## config.mk

```make
export PLATFORM = sky130hd
export DESIGN_NAME = song_sequencer
export DESIGN_NICKNAME = d
export VERILOG_FILES = /design/src/rtl/piano_pkg.sv /design/src/rtl/beat_timer.sv /design/src/rtl/song_sequencer.sv
export SDC_FILE = /design/constraint.sdc
export NUM_CORES = 1
export LEC_CHECK = 0
export CORE_ASPECT_RATIO = 1.4
export CORE_UTILIZATION = 30
export CTS_BUF_LIST = sky130_fd_sc_hd__clkbuf_16
export DETAILED_ROUTE_END_ITERATION = 10
export RECOVER_POWER = 25
export REMOVE_ABC_BUFFERS = 1
export SYNTH_ARGS = -nofsm -noshare
export SYNTH_HDL_FRONTEND = slang
export SYNTH_HIERARCHICAL = 1
export SYNTH_SLANG_ARGS = --single-unit
```

## constraint.sdc

```tcl
create_clock -name clk -period 3.9 [get_ports clk]
set_clock_uncertainty 0.15 [all_clocks]
set_input_delay 0.78 -clock clk [delete_from_list [all_inputs] [get_ports clk]]
set_output_delay 0.78 -clock clk [all_outputs]
set_load 0.01 [all_outputs]
```

## src/rtl/piano_pkg.sv

```systemverilog
// Shared definitions for the song sequencer: FSM state encoding,
// ROM word markers and the tempo (ticks-per-unit) table.
package piano_pkg;

    typedef enum logic [2:0] {
        IDLE,
        FETCH,
        WAIT_ROM,
        PLAY,
        GAP,
        PAUSED
    } state_t;

    localparam int TICK_W = 7;
    localparam int UNIT_W = 8;
    localparam int NOTE_W = 5;

    localparam logic [UNIT_W-1:0] END_MARK  = 8'd0;
    localparam logic [NOTE_W-1:0] REST_NOTE = 5'd0;

    localparam logic [TICK_W-1:0] TPU_0 = 7'd50;
    localparam logic [TICK_W-1:0] TPU_1 = 7'd75;
    localparam logic [TICK_W-1:0] TPU_2 = 7'd100;
    localparam logic [TICK_W-1:0] TPU_3 = 7'd125;

    function automatic logic [TICK_W-1:0] tempo_tpu(input logic [1:0] sel);
        logic [TICK_W-1:0] v;
        case (sel)
            2'd0:    v = TPU_0;
            2'd1:    v = TPU_1;
            2'd2:    v = TPU_2;
            default: v = TPU_3;
        endcase
        return v;
    endfunction

endpackage

```

## src/rtl/beat_timer.sv

```systemverilog
// Two-level down-counter: ticks within a unit, units within a note.
// Expire fires on the enabled tick that completes the last unit.
module beat_timer
    import piano_pkg::*;
(
    input  logic              i_clk,
    input  logic              i_rst,
    input  logic              i_load,
    input  logic [TICK_W-1:0] i_tpu,
    input  logic [UNIT_W-1:0] i_units,
    input  logic              i_en,
    output logic              o_expire
);

    logic [TICK_W-1:0] r_tpu;
    logic [TICK_W-1:0] r_tick;
    logic [UNIT_W-1:0] r_unit;

    assign o_expire = i_en && (r_tick == '0) && (r_unit == '0);

    // Load a new length, or count down one tick per enabled pulse
    always_ff @(posedge i_clk or posedge i_rst) begin
        if (i_rst) begin
            r_tpu  <= '0;
            r_tick <= '0;
            r_unit <= '0;
        end else if (i_load) begin
            r_tpu  <= i_tpu;
            r_tick <= i_tpu - 7'd1;
            r_unit <= i_units - 8'd1;
        end else if (i_en) begin
            if (r_tick == '0) begin
                if (r_unit != '0) begin
                    r_unit <= r_unit - 8'd1;
                    r_tick <= r_tpu - 7'd1;
                end
            end else begin
                r_tick <= r_tick - 7'd1;
            end
        end
    end

endmodule

```

## src/rtl/song_sequencer.sv

```systemverilog
// Song sequencer: walks the song ROM, plays each note for its
// duration, inserts a silent gap, supports pause/resume and stop.
module song_sequencer
    import piano_pkg::*;
#(
    parameter int GAP_TICKS = 10,
    parameter int ADDR_W    = 8
) (
    input  logic              clk,
    input  logic              reset,
    input  logic              tick,
    input  logic              start,
    input  logic              pause,
    input  logic              stop,
    input  logic [1:0]        tempo,
    output logic [ADDR_W-1:0] rom_addr,
    input  logic [12:0]       rom_data,
    output logic [NOTE_W-1:0] note,
    output logic              note_valid,
    output logic              busy,
    output logic              done
);

    localparam logic [ADDR_W-1:0] ADDR_MAX = '1;
    localparam logic [TICK_W-1:0] GAP_TPU  = TICK_W'(GAP_TICKS);

    state_t            r_state;
    state_t            w_state_nxt;
    state_t            r_resume;
    state_t            w_resume_nxt;
    logic [ADDR_W-1:0] r_addr;
    logic [ADDR_W-1:0] w_addr_nxt;
    logic [NOTE_W-1:0] r_note;
    logic [NOTE_W-1:0] w_note_nxt;
    logic              r_done;
    logic              w_done_nxt;

    logic              w_load;
    logic [TICK_W-1:0] w_ld_tpu;
    logic [UNIT_W-1:0] w_ld_units;
    logic              w_en;
    logic              w_expire;
    logic [UNIT_W-1:0] w_dur;
    logic [NOTE_W-1:0] w_code;

    assign w_dur  = rom_data[7:0];
    assign w_code = rom_data[12:8];

    // Pause and stop win over a coincident tick, freezing the counters
    assign w_en = tick && !stop && !pause &&
                  ((r_state == PLAY) || (r_state == GAP));

    beat_timer u_timer (
        .i_clk    (clk),
        .i_rst    (reset),
        .i_load   (w_load),
        .i_tpu    (w_ld_tpu),
        .i_units  (w_ld_units),
        .i_en     (w_en),
        .o_expire (w_expire)
    );

    assign rom_addr   = r_addr;
    assign note       = r_note;
    assign note_valid = (r_state == PLAY) && (r_note != REST_NOTE);
    assign busy       = (r_state != IDLE);
    assign done       = r_done;

    // State and datapath registers
    always_ff @(posedge clk or posedge reset) begin
        if (reset) begin
            r_state  <= IDLE;
            r_resume <= IDLE;
            r_addr   <= '0;
            r_note   <= REST_NOTE;
            r_done   <= 1'b0;
        end else begin
            r_state  <= w_state_nxt;
            r_resume <= w_resume_nxt;
            r_addr   <= w_addr_nxt;
            r_note   <= w_note_nxt;
            r_done   <= w_done_nxt;
        end
    end

    // Next-state, ROM address, note latch and timer load decisions
    always_comb begin
        w_state_nxt  = r_state;
        w_resume_nxt = r_resume;
        w_addr_nxt   = r_addr;
        w_note_nxt   = r_note;
        w_done_nxt   = 1'b0;
        w_load       = 1'b0;
        w_ld_tpu     = GAP_TPU;
        w_ld_units   = 8'd1;
        if (stop && (r_state != IDLE)) begin
            w_state_nxt = IDLE;
            w_addr_nxt  = '0;
            w_note_nxt  = REST_NOTE;
        end else begin
            case (r_state)
                IDLE: begin
                    if (start && !stop) begin
                        w_state_nxt = FETCH;
                        w_addr_nxt  = '0;
                    end
                end
                FETCH: begin
                    w_state_nxt = WAIT_ROM;
                end
                WAIT_ROM: begin
                    if (w_dur == END_MARK) begin
                        w_done_nxt  = 1'b1;
                        w_note_nxt  = REST_NOTE;
                        w_state_nxt = IDLE;
                    end else begin
                        w_note_nxt  = w_code;
                        w_load      = 1'b1;
                        w_ld_tpu    = tempo_tpu(tempo);
                        w_ld_units  = w_dur;
                        w_state_nxt = PLAY;
                    end
                end
                PLAY: begin
                    if (pause) begin
                        w_resume_nxt = PLAY;
                        w_state_nxt  = PAUSED;
                    end else if (w_expire) begin
                        w_load      = 1'b1;
                        w_state_nxt = GAP;
                    end
                end
                GAP: begin
                    if (pause) begin
                        w_resume_nxt = GAP;
                        w_state_nxt  = PAUSED;
                    end else if (w_expire) begin
                        if (r_addr == ADDR_MAX) begin
                            w_done_nxt  = 1'b1;
                            w_note_nxt  = REST_NOTE;
                            w_state_nxt = IDLE;
                        end else begin
                            w_addr_nxt  = r_addr + 1'b1;
                            w_state_nxt = FETCH;
                        end
                    end
                end
                PAUSED: begin
                    if (pause) begin
                        w_state_nxt = r_resume;
                    end
                end
                default: begin
                    w_state_nxt = IDLE;
                end
            endcase
        end
    end

endmodule

```

==> Word level (Yosys, flattened, before mapping) <==
Index checks and enable logic that the tools add are counted.
{ "totals": {"out_inout_bits": 16, "register_bits": 42, "inputBits": 21, "wordCells": 116} }
{ "classes": {"muxes": 51, "n_reduce_logical": 31, "eq_ne": 19, "bitwise": 1, "addsub": 6} }
{ "op_table": {"columns": ["operator", "count"], "rows": [
  ["$mux 8", 12],
  ["$mux 7", 7],
  ["$mux 3", 9],
  ["$mux 5", 5],
  ["$pmux 7 s3", 1],
  ["$sub 7x1->7 const B", 3],
  ["$pmux 3 s6", 1],
  ["$logic_not 8->1", 2],
  ["$pmux 8 s2", 1],
  ["$sub 8x1->8 const B", 2],
  ["$reduce_and 4->1", 3],
  ["$mux 1", 10],
  ["$pmux 5 s2", 1],
  ["$ne 3x3->1 const B", 3],
  ["$reduce_bool 3->1", 3],
  ["$add 8x1->8 const B", 1],
  ["$eq 8x8->1 const B", 1],
  ["$logic_and 1x1->1", 8],
  ["$ne 4x2->1 const B", 2],
  ["$reduce_bool 2->1", 4],
  ["$reduce_bool 8->1", 1],
  ["$logic_not 7->1", 1],
  ["$eq 3x2->1 const B", 2],
  ["$eq 3x3->1 const B", 2],
  ["other kinds (18)", 23]
]} }

==> Logic depth before layout (Yosys ltp) <==
Gate-level depths: netlist (run 1).
{ "depth": {"depth_word": 12, "ltp_mapped": 18, "depth_no_buf": 14} }

==> By module <==
Netlist (run 1), hierarchy kept.
{ "by_module_without_submodules": {"columns": ["mod", "area_per_inst_um2", "cells_each", "seq_area_each_um2", "n_inst"], "rows": [
  ["beat_timer", 1545.2, 156, 550.5, 1],
  ["song_sequencer", 1445.1, 176, 475.5, 1]
]} }

==> Worst setup path after synthesis (run 1) <==
No wires, ideal clock.
{ "synth_timing": {"path_type": "input port to flip-flop", "start": "in stop", "end": "reg u_timer.r_unit[6]", "required_time_ps": 3623, "path_buffers": 5, "cell_stages": 18, "path_slack_ps": -319, "t_arrival_ps": 3942, "setup_time_ps": 127, "path_cell_list": "buf_2 > nor2_1 > nand2_1 > a21oi_1 > inv_1 > nor2_1 > nand2b_1 > o31ai_1 > buf_2 > buf_6 > clkbuf_8 > buf_2 > mux2i_1 > ha_1 > o221ai_1 > nor3_1 > xnor2_1 > mux2i_1"} }
{ "synth_between": {"elab_chain_cells": 12, "word_cells_on_any_way": 18, "cone_classes": "add/sub (1); mux (6); reduce/logical (11)"} }
{ "synth_lines": {"columns": ["element", "line_no", "rtl"], "rows": [
  ["from (decl)", "song_sequencer.sv:14", "input logic stop,"],
  ["$logic_not 1->1 (*)", "song_sequencer.sv:50", "assign w_en = tick && !stop && !pause &&"],
  ["$logic_and 1x1->1 (*) (3 in a row)", "song_sequencer.sv:50", null],
  ["named net w_en", "song_sequencer.sv:41", "logic w_en;"],
  ["$logic_and 1x1->1 (*) (2 in a row)", "beat_timer.sv:19", "assign o_expire = i_en && (r_tick == '0) && (r_unit == '0);"],
  ["named net w_expire", "song_sequencer.sv:42", "logic w_expire;"],
  ["$mux 1 (*)", "song_sequencer.sv:128", "end else if (w_expire) begin"],
  ["$mux 1 (*)", "song_sequencer.sv:125", "if (pause) begin"],
  ["$pmux 1 s2 (*)", "song_sequencer.sv:101", "case (r_state)"],
  ["$mux 1 (*)", "song_sequencer.sv:96", "if (stop && (r_state != IDLE)) begin"],
  ["named net w_load", "song_sequencer.sv:38", "logic w_load;"],
  ["$reduce_bool 2->1 (no line)", null, null],
  ["$reduce_and 3->1 (no line)", null, null],
  ["to (signal assigned)", "beat_timer.sv:30", "r_unit <= i_units - 8'd1;"],
  ["to (signal assigned)", "beat_timer.sv:34", "r_unit <= r_unit - 8'd1;"],
  ["to (decl)", "beat_timer.sv:17", "logic [UNIT_W-1:0] r_unit;"]
]} }
Mark *: on every way through the listed nets, which the timed path passes. The rest lies on a longest branch.
A chain may end at the register's enable or synchronous reset.

==> Worst setup path in the final report (run 1) <==
{ "layout_timing": {"start": "in stop", "end": "reg u_timer.r_tick[5]"} }
{ "layout_between": {"elab_chain_cells": 12, "word_cells_on_any_way": 17, "cone_classes": "add/sub (1); eq/ne (1); mux (6); reduce/logical (9)"} }
{ "layout_lines": {"columns": ["element", "line_no", "rtl"], "rows": [
  ["$logic_not 1->1 (*)", "song_sequencer.sv:50", null],
  ["$logic_and 1x1->1 (*) (3 in a row)", "song_sequencer.sv:50", null],
  ["named net w_en", "song_sequencer.sv:41", null],
  ["$logic_and 1x1->1 (*) (2 in a row)", "beat_timer.sv:19", null],
  ["named net w_expire", "song_sequencer.sv:42", null],
  ["$mux 1 (*)", "song_sequencer.sv:128", null],
  ["$mux 1 (*)", "song_sequencer.sv:125", null],
  ["$pmux 1 s2 (*)", "song_sequencer.sv:101", null],
  ["$mux 1 (*)", "song_sequencer.sv:96", null],
  ["named net w_load", "song_sequencer.sv:38", null],
  ["$ne 3x2->1 (no line) or $reduce_bool 2->1 (tied branches)", null, null],
  ["$reduce_and 2->1 (no line)", null, null],
  ["to (signal assigned)", "beat_timer.sv:29", "r_tick <= i_tpu - 7'd1;"],
  ["to (signal assigned)", "beat_timer.sv:35", "r_tick <= r_tpu - 7'd1;"],
  ["to (signal assigned)", "beat_timer.sv:38", "r_tick <= r_tick - 7'd1;"],
  ["to (decl)", "beat_timer.sv:16", "logic [TICK_W-1:0] r_tick;"]
]} }
Marks and branches as above.

==> summary.txt, run 1 <==
Synth
  • Predominant post-synthesis flop cell: dfrtp_1
  • #FFs+latches synth: 41
  • Top-count cell post-synth: dfrtp_1
  • Synth warnings: 6
  • Synth Area per Inst: 9.01 sq um
  • Yosys top cell area share: 34.3%
  • Netlist Area Pre-Place: 2990 sq um
  • Area leader, netlist: dfrtp_1
  • Post-synth ARST share: 100%
  • Compound-cell area share of the yosys netlist: 19.8%
  • Seq/Total Area, Yosys: 34.3%
  • Mux contribution to synthesized area: 7.45%
  • Synth area leaders: dfrtp_1 34%, mux2i_1 3.7%, nand2_1 3.4%
  • Mapped Cells: 332
  • Largest family of logic cells by synthesized area: simple AND/OR/NAND/NOR gates
  • Cell variety after synth: 70
  • Post-Synth Simple-Gate Area: 25.4%
  • Most instantiated cells after synthesis: 41 x dfrtp_1, 27 x nand2_1, 23 x nor2_1
  • Adder-Cell Fraction of Synth Area: 2.93%
  • Post-synth EDFFs: 0
  • Synth Area in XOR/XNOR: 4.10%

Clock network
  • Clk sinks: 41
  • Htree depth: 2
  • Clk buf depth: 2
  • Root buffer cell: clkbuf_16
  • CTS Buf Count: 5
  • Post-CTS Hold Fix Bufs: 0
  • Clk_lat worst skew: 0.28 ns
  • Clk slew on worst S/H paths: 0.06 ns
  • CTS tree: built

Critical path
  • Worst Path Required: 3.92 ns
  • CP Max Fanout: 2
  • CP max stage delay: 0.55 ns
  • Critical path launch point type: primary input
  • Crit path max-delay cell type: or4_4
  • Worst setup path class: primary input to flop
  • CP Capture Type: flop
  • CP Cell Sequence: clkdlybuf4s50_1, nor2_1, nand2_1, a21oi_1, inv_1, nor2_1, nand2b_1, o31ai_4, inv_1, or4_4, a222oi_1, xor2_1, mux2_2
  • CP arrival: 3.64 ns
  • Crit path buffers/inverters: 3
  • Top delay family on crit path: simple AND/OR/NAND/NOR gates
  • Reg2reg setup slack: 0.56 ns

Min path
  • Hold Path Class: flop to flop

Timing
  • PnR worst setup slack: 0.278 ns
  • Relative slew slack: 40.7%
  • Final Hold Fails: 0
  • Worst-Margin Slew: 0.889 ns
  • Slew Viols, Final: 0
  • RSZ-0062 raised after global routing: false
  • Final setup viols: 0
  • Final worst path period share: 92.9%
  • Fin crit period: 3.62 ns
  • F_max: 276 MHz
  • Setup TNS Final: 0 ns

GRT
  • GR Overflow Total: 0
  • First-pass GRT wire length: 12.9 mm
  • GRT Resource Usage Total: 15.6%
  • Antenna violations before repair: 0
  • Via count of the first global-routing pass: 2774
  • Largest net degree at the start of global routing: 23

Power and ir drop
  • PD cells: 515 nW/um^2
  • Leak pwr: 0.00154 uW
  • Maximum VDD drop: 0.000218 V

Drt
  • DRC: 0
  • Drt wl/cell: 14.5 um
  • Initial DRC count: 123
  • Final antenna-violating net count: 0
  • Via density per instance: 5.26
  • WL final: 7.58 mm
  • Drt first pass iters: 5
  • Vias: 2739

Die
  • Die ar.: 10400 sq um
  • I/O Pins: 37
  • Core area: 9560 sq um
  • Initial core utilization: 31.3%
  • Number of core rows: 42
  • Die Y-Extent: 120 um
  • Die width: 86.4 um

Place
  • RePlAce Congestion: 0.886
  • Post-detail-place hpwl: 5.91 mm
  • Port Buffers: 36
  • Worst slack, placed: -0.0257 ns

Layout
  • Net count reported at finish: 416
  • Area grow syn2layout: 27.0%
  • Diode count: 0
  • Layout cells sized above 1: 15.4%

Run
  • Max-Cap Viols: 0

Status
  • Status: finished clean
routing by layer:
metal | global-route usage (%) | share of wire (%) | up-vias
li1 | - | - | 1341
met1 | 18.0 | 41 | 1332
met2 | 29.1 | 56 | 57
met3 | 2.13 | 2.6 | 9
met4 | 4.48 | 1.2 | 0
met5 | 0 | 0 | -
flip-flops by register name, indices dropped and copies added (netlist names):
register,cells
done,1
note,5
r_resume,2
r_state,3
rom_addr,8
u_timer/r_tick,7
u_timer/r_tpu,7
u_timer/r_unit,8
worst reg2reg max path: stages (launching register included):
cell and delay, ns:
dfrtp_1 0.43, nor4_1 0.41, nand4_2 0.24, nor2_1 0.19, nand2b_1 0.15, o31ai_4 0.27
inv_1 0.11, or4_4 0.55, a222oi_1 0.37, xor2_1 0.11, mux2_2 0.26
where the power goes:
group          total, uW  leakage, uW  internal (uW)  switching, uW
combinational        808     0.000930            407            401
sequential           693     0.000526            548            144
clock                457    0.0000826            297            159
total               1960      0.00154           1250            704
kinds of logic (layout without fill, tap and decap cells):
kind of cell             Yosys count  count (layout)
AO/OA/AOI/OAI                     83              83
flip-flops                        41              41
multiplexers                      21              21
adder cells (fa/ha/maj)            7               7
AND/OR/NAND/NOR                  131             131
XOR/XNOR                          14              14
buffers and inverters             35              92
what timing repair did:
item,CTS,global route
setup endpoints to repair,0,4
resized for setup,0,3
buffers inserted,0,0
cell usage in the layout (no fill, tap or decap), types with 11 or more instances in the layout:
cell / n
clkdlybuf4s50_1: 35
dfrtp_1: 41
mux2i_1: 11
and2_1: 11
inv_1: 23
nor3_1: 12
nor2_1: 23
nand2_1: 27
buf_4: 25
a31oi_1: 14
a21oi_1: 14
metrics by stage:
step	util, %	instance area (sq um)	std cells	total power (uW)	hold WS (ns)
3_3_place_gp	37.9	3630	513	1480	0.351
2_1_floorplan	-	2890	319	1210	0.322
6_report	39.7	3800	521	1960	0.370
5_1_grt	39.7	3800	521	2100	0.412
3_5_place_dp	37.9	3630	513	1500	0.361
4_1_cts	39.6	3790	521	1970	0.372
area by class of cell:
cell class                      instances  area (sq um)
Fill cell                             982          5770
Multi-Input combinational cell        256          1800
Sequential cell                        41          1030
Timing Repair Buffer                   62           559
Tap cell                              132           165
Clock buffer                            5           125
Inverter                               22          82.6
Clock inverter                          3          37.5
final timing paths:
check                                              start                            end  depth (start not counted)
min                              r_resume[2]$_DFFE_PP0P_        r_resume[2]$_DFFE_PP0P_                          2
max reg2reg                u_timer/r_unit[4]$_DFFE_PP0P_  u_timer/r_tick[5]$_DFFE_PP0P_                         10
min reg2reg                      r_resume[2]$_DFFE_PP0P_        r_resume[2]$_DFFE_PP0P_                          2
min in group asynchronous                          reset            note[2]$_DFFE_PP0P_                          2
max                                                 stop  u_timer/r_tick[5]$_DFFE_PP0P_                         13
max in group asynchronous                          reset   u_timer/r_tpu[0]$_DFFE_PP0P_                          2
(Power assumes the default switching activity.)
==> inputs of run 2 (changes only) <==
CELL_PAD_IN_SITES_DETAIL_PLACEMENT = 1   (was default)
CELL_PAD_IN_SITES_GLOBAL_PLACEMENT = 2   (was default)
PLACE_DENSITY_LB_ADDON = 0.1   (was default)
==> summary.txt, run 2 (synthesized netlist as in run 1, its figures left out) <==
Clock network
  • Htree depth: 2 (unchanged)
  • Post-CTS Hold Fix Bufs: 0 (unchanged)
  • Clk buf depth: 2 (unchanged)
  • Clk_lat worst skew: 0.29 ns (about the same)
  • CTS tree: built
  • CTS Buf Count: 5 (unchanged)
  • Root buffer cell: clkbuf_16
  • Clk slew on worst S/H paths: 0.06 ns (about the same)
  • Clk sinks: 41 (unchanged)

Timing
  • Final setup viols: 0 (unchanged)
  • F_max: 276 MHz (-0.15%)
  • Relative slew slack: 38.0% (-2.7 points)
  • Final Hold Fails: 0 (unchanged)
  • Worst hold slack: 0.366 ns (-0.00390 ns)
  • PnR worst setup slack: 0.272 ns (-0.00555 ns)
  • Final worst path period share: 93.0% (+0.14 points)
  • RSZ-0062 raised after global routing: true
  • Worst-Margin Slew: 0.930 ns (+0.0410 ns)
  • Setup TNS Final: 0 ns (unchanged)
  • Fin crit period: 3.63 ns (+0.00555 ns)
  • Slew Viols, Final: 0 (unchanged)

Drt
  • Initial DRC count: 65 (-47%)
  • Drt wl/cell: 17.4 um (+19%)
  • Final antenna-violating net count: 0 (unchanged)
  • WL final: 9.03 mm (+19%)
  • Via density per instance: 5.31 (+1.0%)
  • Vias: 2761 (+0.80%)
  • DRC: 0 (unchanged)
  • Drt first pass iters: 4 (-1)

Critical path
  • CP max stage delay: 0.55 ns (about the same)
  • CP Max Fanout: 3 (+1)
  • Top delay family on crit path: simple AND/OR/NAND/NOR gates
  • Worst Path Required: 3.92 ns (about the same)
  • CP Cell Sequence: clkdlybuf4s50_1, nor2_1, nand2_1, a21oi_1, inv_1, nor2_1, nand2b_1, o31ai_4, inv_1, or4_4, a222oi_1, xor2_1, mux2_2
  • Critical path launch point type: primary input
  • Crit path max-delay cell type: or4_4
  • CP arrival: 3.65 ns (about the same)
  • Crit path buffers/inverters: 3 (unchanged)
  • CP Capture Type: flop
  • Worst setup path class: primary input to flop

Place
  • Port Buffers: 36 (unchanged)
  • Post-detail-place hpwl: 6.94 mm (+17%)
  • Worst slack, placed: -0.0354 ns (-0.00970 ns)
  • RePlAce Congestion: 0.761 (-14%)
  • Placed Area: 3620 sq um (-0.21%)

Layout
  • Diode count: 0 (unchanged)
  • Final Util: 39.6% (-0.13 points)
  • Most frequent cells in the layout: 41 x dfrtp_1, 35 x clkdlybuf4s50_1, 27 x nand2_1
  • Commonest non-fill, non-tap cell in the layout: dfrtp_1
  • # fillers: 1149 (+17%)
  • Layout Cell Area excl Fill: 3780 sq um (-0.33%)
  • Net count reported at finish: 415 (-0.24%)
  • Area grow syn2layout: 26.6%
  • Layout cells sized above 1: 14.7% (-0.73 points)

GRT
  • Most Used Layer, Global Route: met2
  • First-pass GRT wire length: 15.0 mm (+16%)
  • Largest net degree at the start of global routing: 23 (unchanged)
  • Antenna violations before repair: 0 (unchanged)
  • Met1 Use GR: 21.0% (+2.9 points)
  • GR Util met3: 3.09% (+0.96 points)
  • Met2 Track Usage GR: 35.4% (+6.3 points)
  • Via count of the first global-routing pass: 2987 (+7.7%)
  • GRT Resource Usage Total: 18.9% (+3.3 points)
  • GR Overflow Total: 0 (unchanged)

Run
  • Max-Cap Viols: 0 (unchanged)

Power and ir drop
  • Leak pwr: 0.00154 uW (-0.19%)
  • PD cells: 530 nW/um^2 (+2.9%)
  • Maximum VDD drop: 0.000167 V (-23%)

Die
  • Number of core rows: 42 (unchanged)
  • Die Y-Extent: 120 um (unchanged)
  • Die width: 86.4 um (unchanged)
  • I/O Pins: 37 (unchanged)
  • Core area: 9560 sq um (unchanged)
  • Die ar.: 10400 sq um (unchanged)
  • Initial core utilization: 31.3% (unchanged)

Status
  • Status: finished clean

Min path
  • Hold Path Class: flop to flop
run 2: changes by cell type in the layout (fill, tap and decap cells not counted), sizes merged:
cell,before,now
buf,26,25
run 2: worst paths after layout:
check	from	end	slack, ns	cells after the start
min in group asynchronous	reset	note[1]$_DFFE_PP0P_	0.96	2
setup reg to reg	u_timer/r_unit[4]$_DFFE_PP0P_	u_timer/r_tick[5]$_DFFE_PP0P_	0.45	10
max in group asynchronous	reset	u_timer/r_tpu[2]$_DFFE_PP0P_	2.01	2
hold reg to reg	r_resume[2]$_DFFE_PP0P_	r_resume[2]$_DFFE_PP0P_	0.37	2
hold / removal	r_resume[2]$_DFFE_PP0P_	r_resume[2]$_DFFE_PP0P_	0.37	2
setup / recovery	stop	u_timer/r_tick[5]$_DFFE_PP0P_	0.27	13
run 2: report_power, final:
| part | internal (uW) | switching, uW |
|---|---|---|
| Combinational | 408 | 423 |
| Sequential | 548 | 152 |
| Clock | 298 | 179 |
| Total | 1250 | 753 |
run 2: routing by layer:
layer,wire [um],share of wire [%],up-vias
li1,-,-,1335
met1,3720,41,1384
met2,4990,55,32
met3,191,2.1,10
met4,127,1.4,0
met5,0,0,-
run 2: final cells by class:
type	count	area [sq um]	area share [%]
Clock buffer	5	125	3.31
Clock inverter	3	37.5	0.992
Inverter	22	82.6	2.18
Multi-Input combinational cell	256	1800	47.5
Sequential cell	41	1030	27.1
Tap cell	132	165	4.36
Timing Repair Buffer	61	552	14.6
run 2: timing repair:
item                                    4_1_cts  5_1_grt
buffers inserted                              0        0
gates resized for setup                       0        1
endpoints found under the hold margin         0        0
endpoints found under the setup margin        0        3
run 2: per-stage QoR:
| stage | instances | total power [uW] |
|---|---|---|
| 2_1_floorplan | 319 | 1210 |
| 3_3_place_gp | 512 | 1530 |
| 3_5_place_dp | 512 | 1540 |
| 4_1_cts | 520 | 2030 |
| 5_1_grt | 520 | 2150 |
| 6_report | 520 | 2010 |
run 2: tightest hold or removal path, stage by stage, from the launching register on:
cell     delay, ns
dfrtp_1       0.36
nand2_1       0.05
o21ai_1       0.06
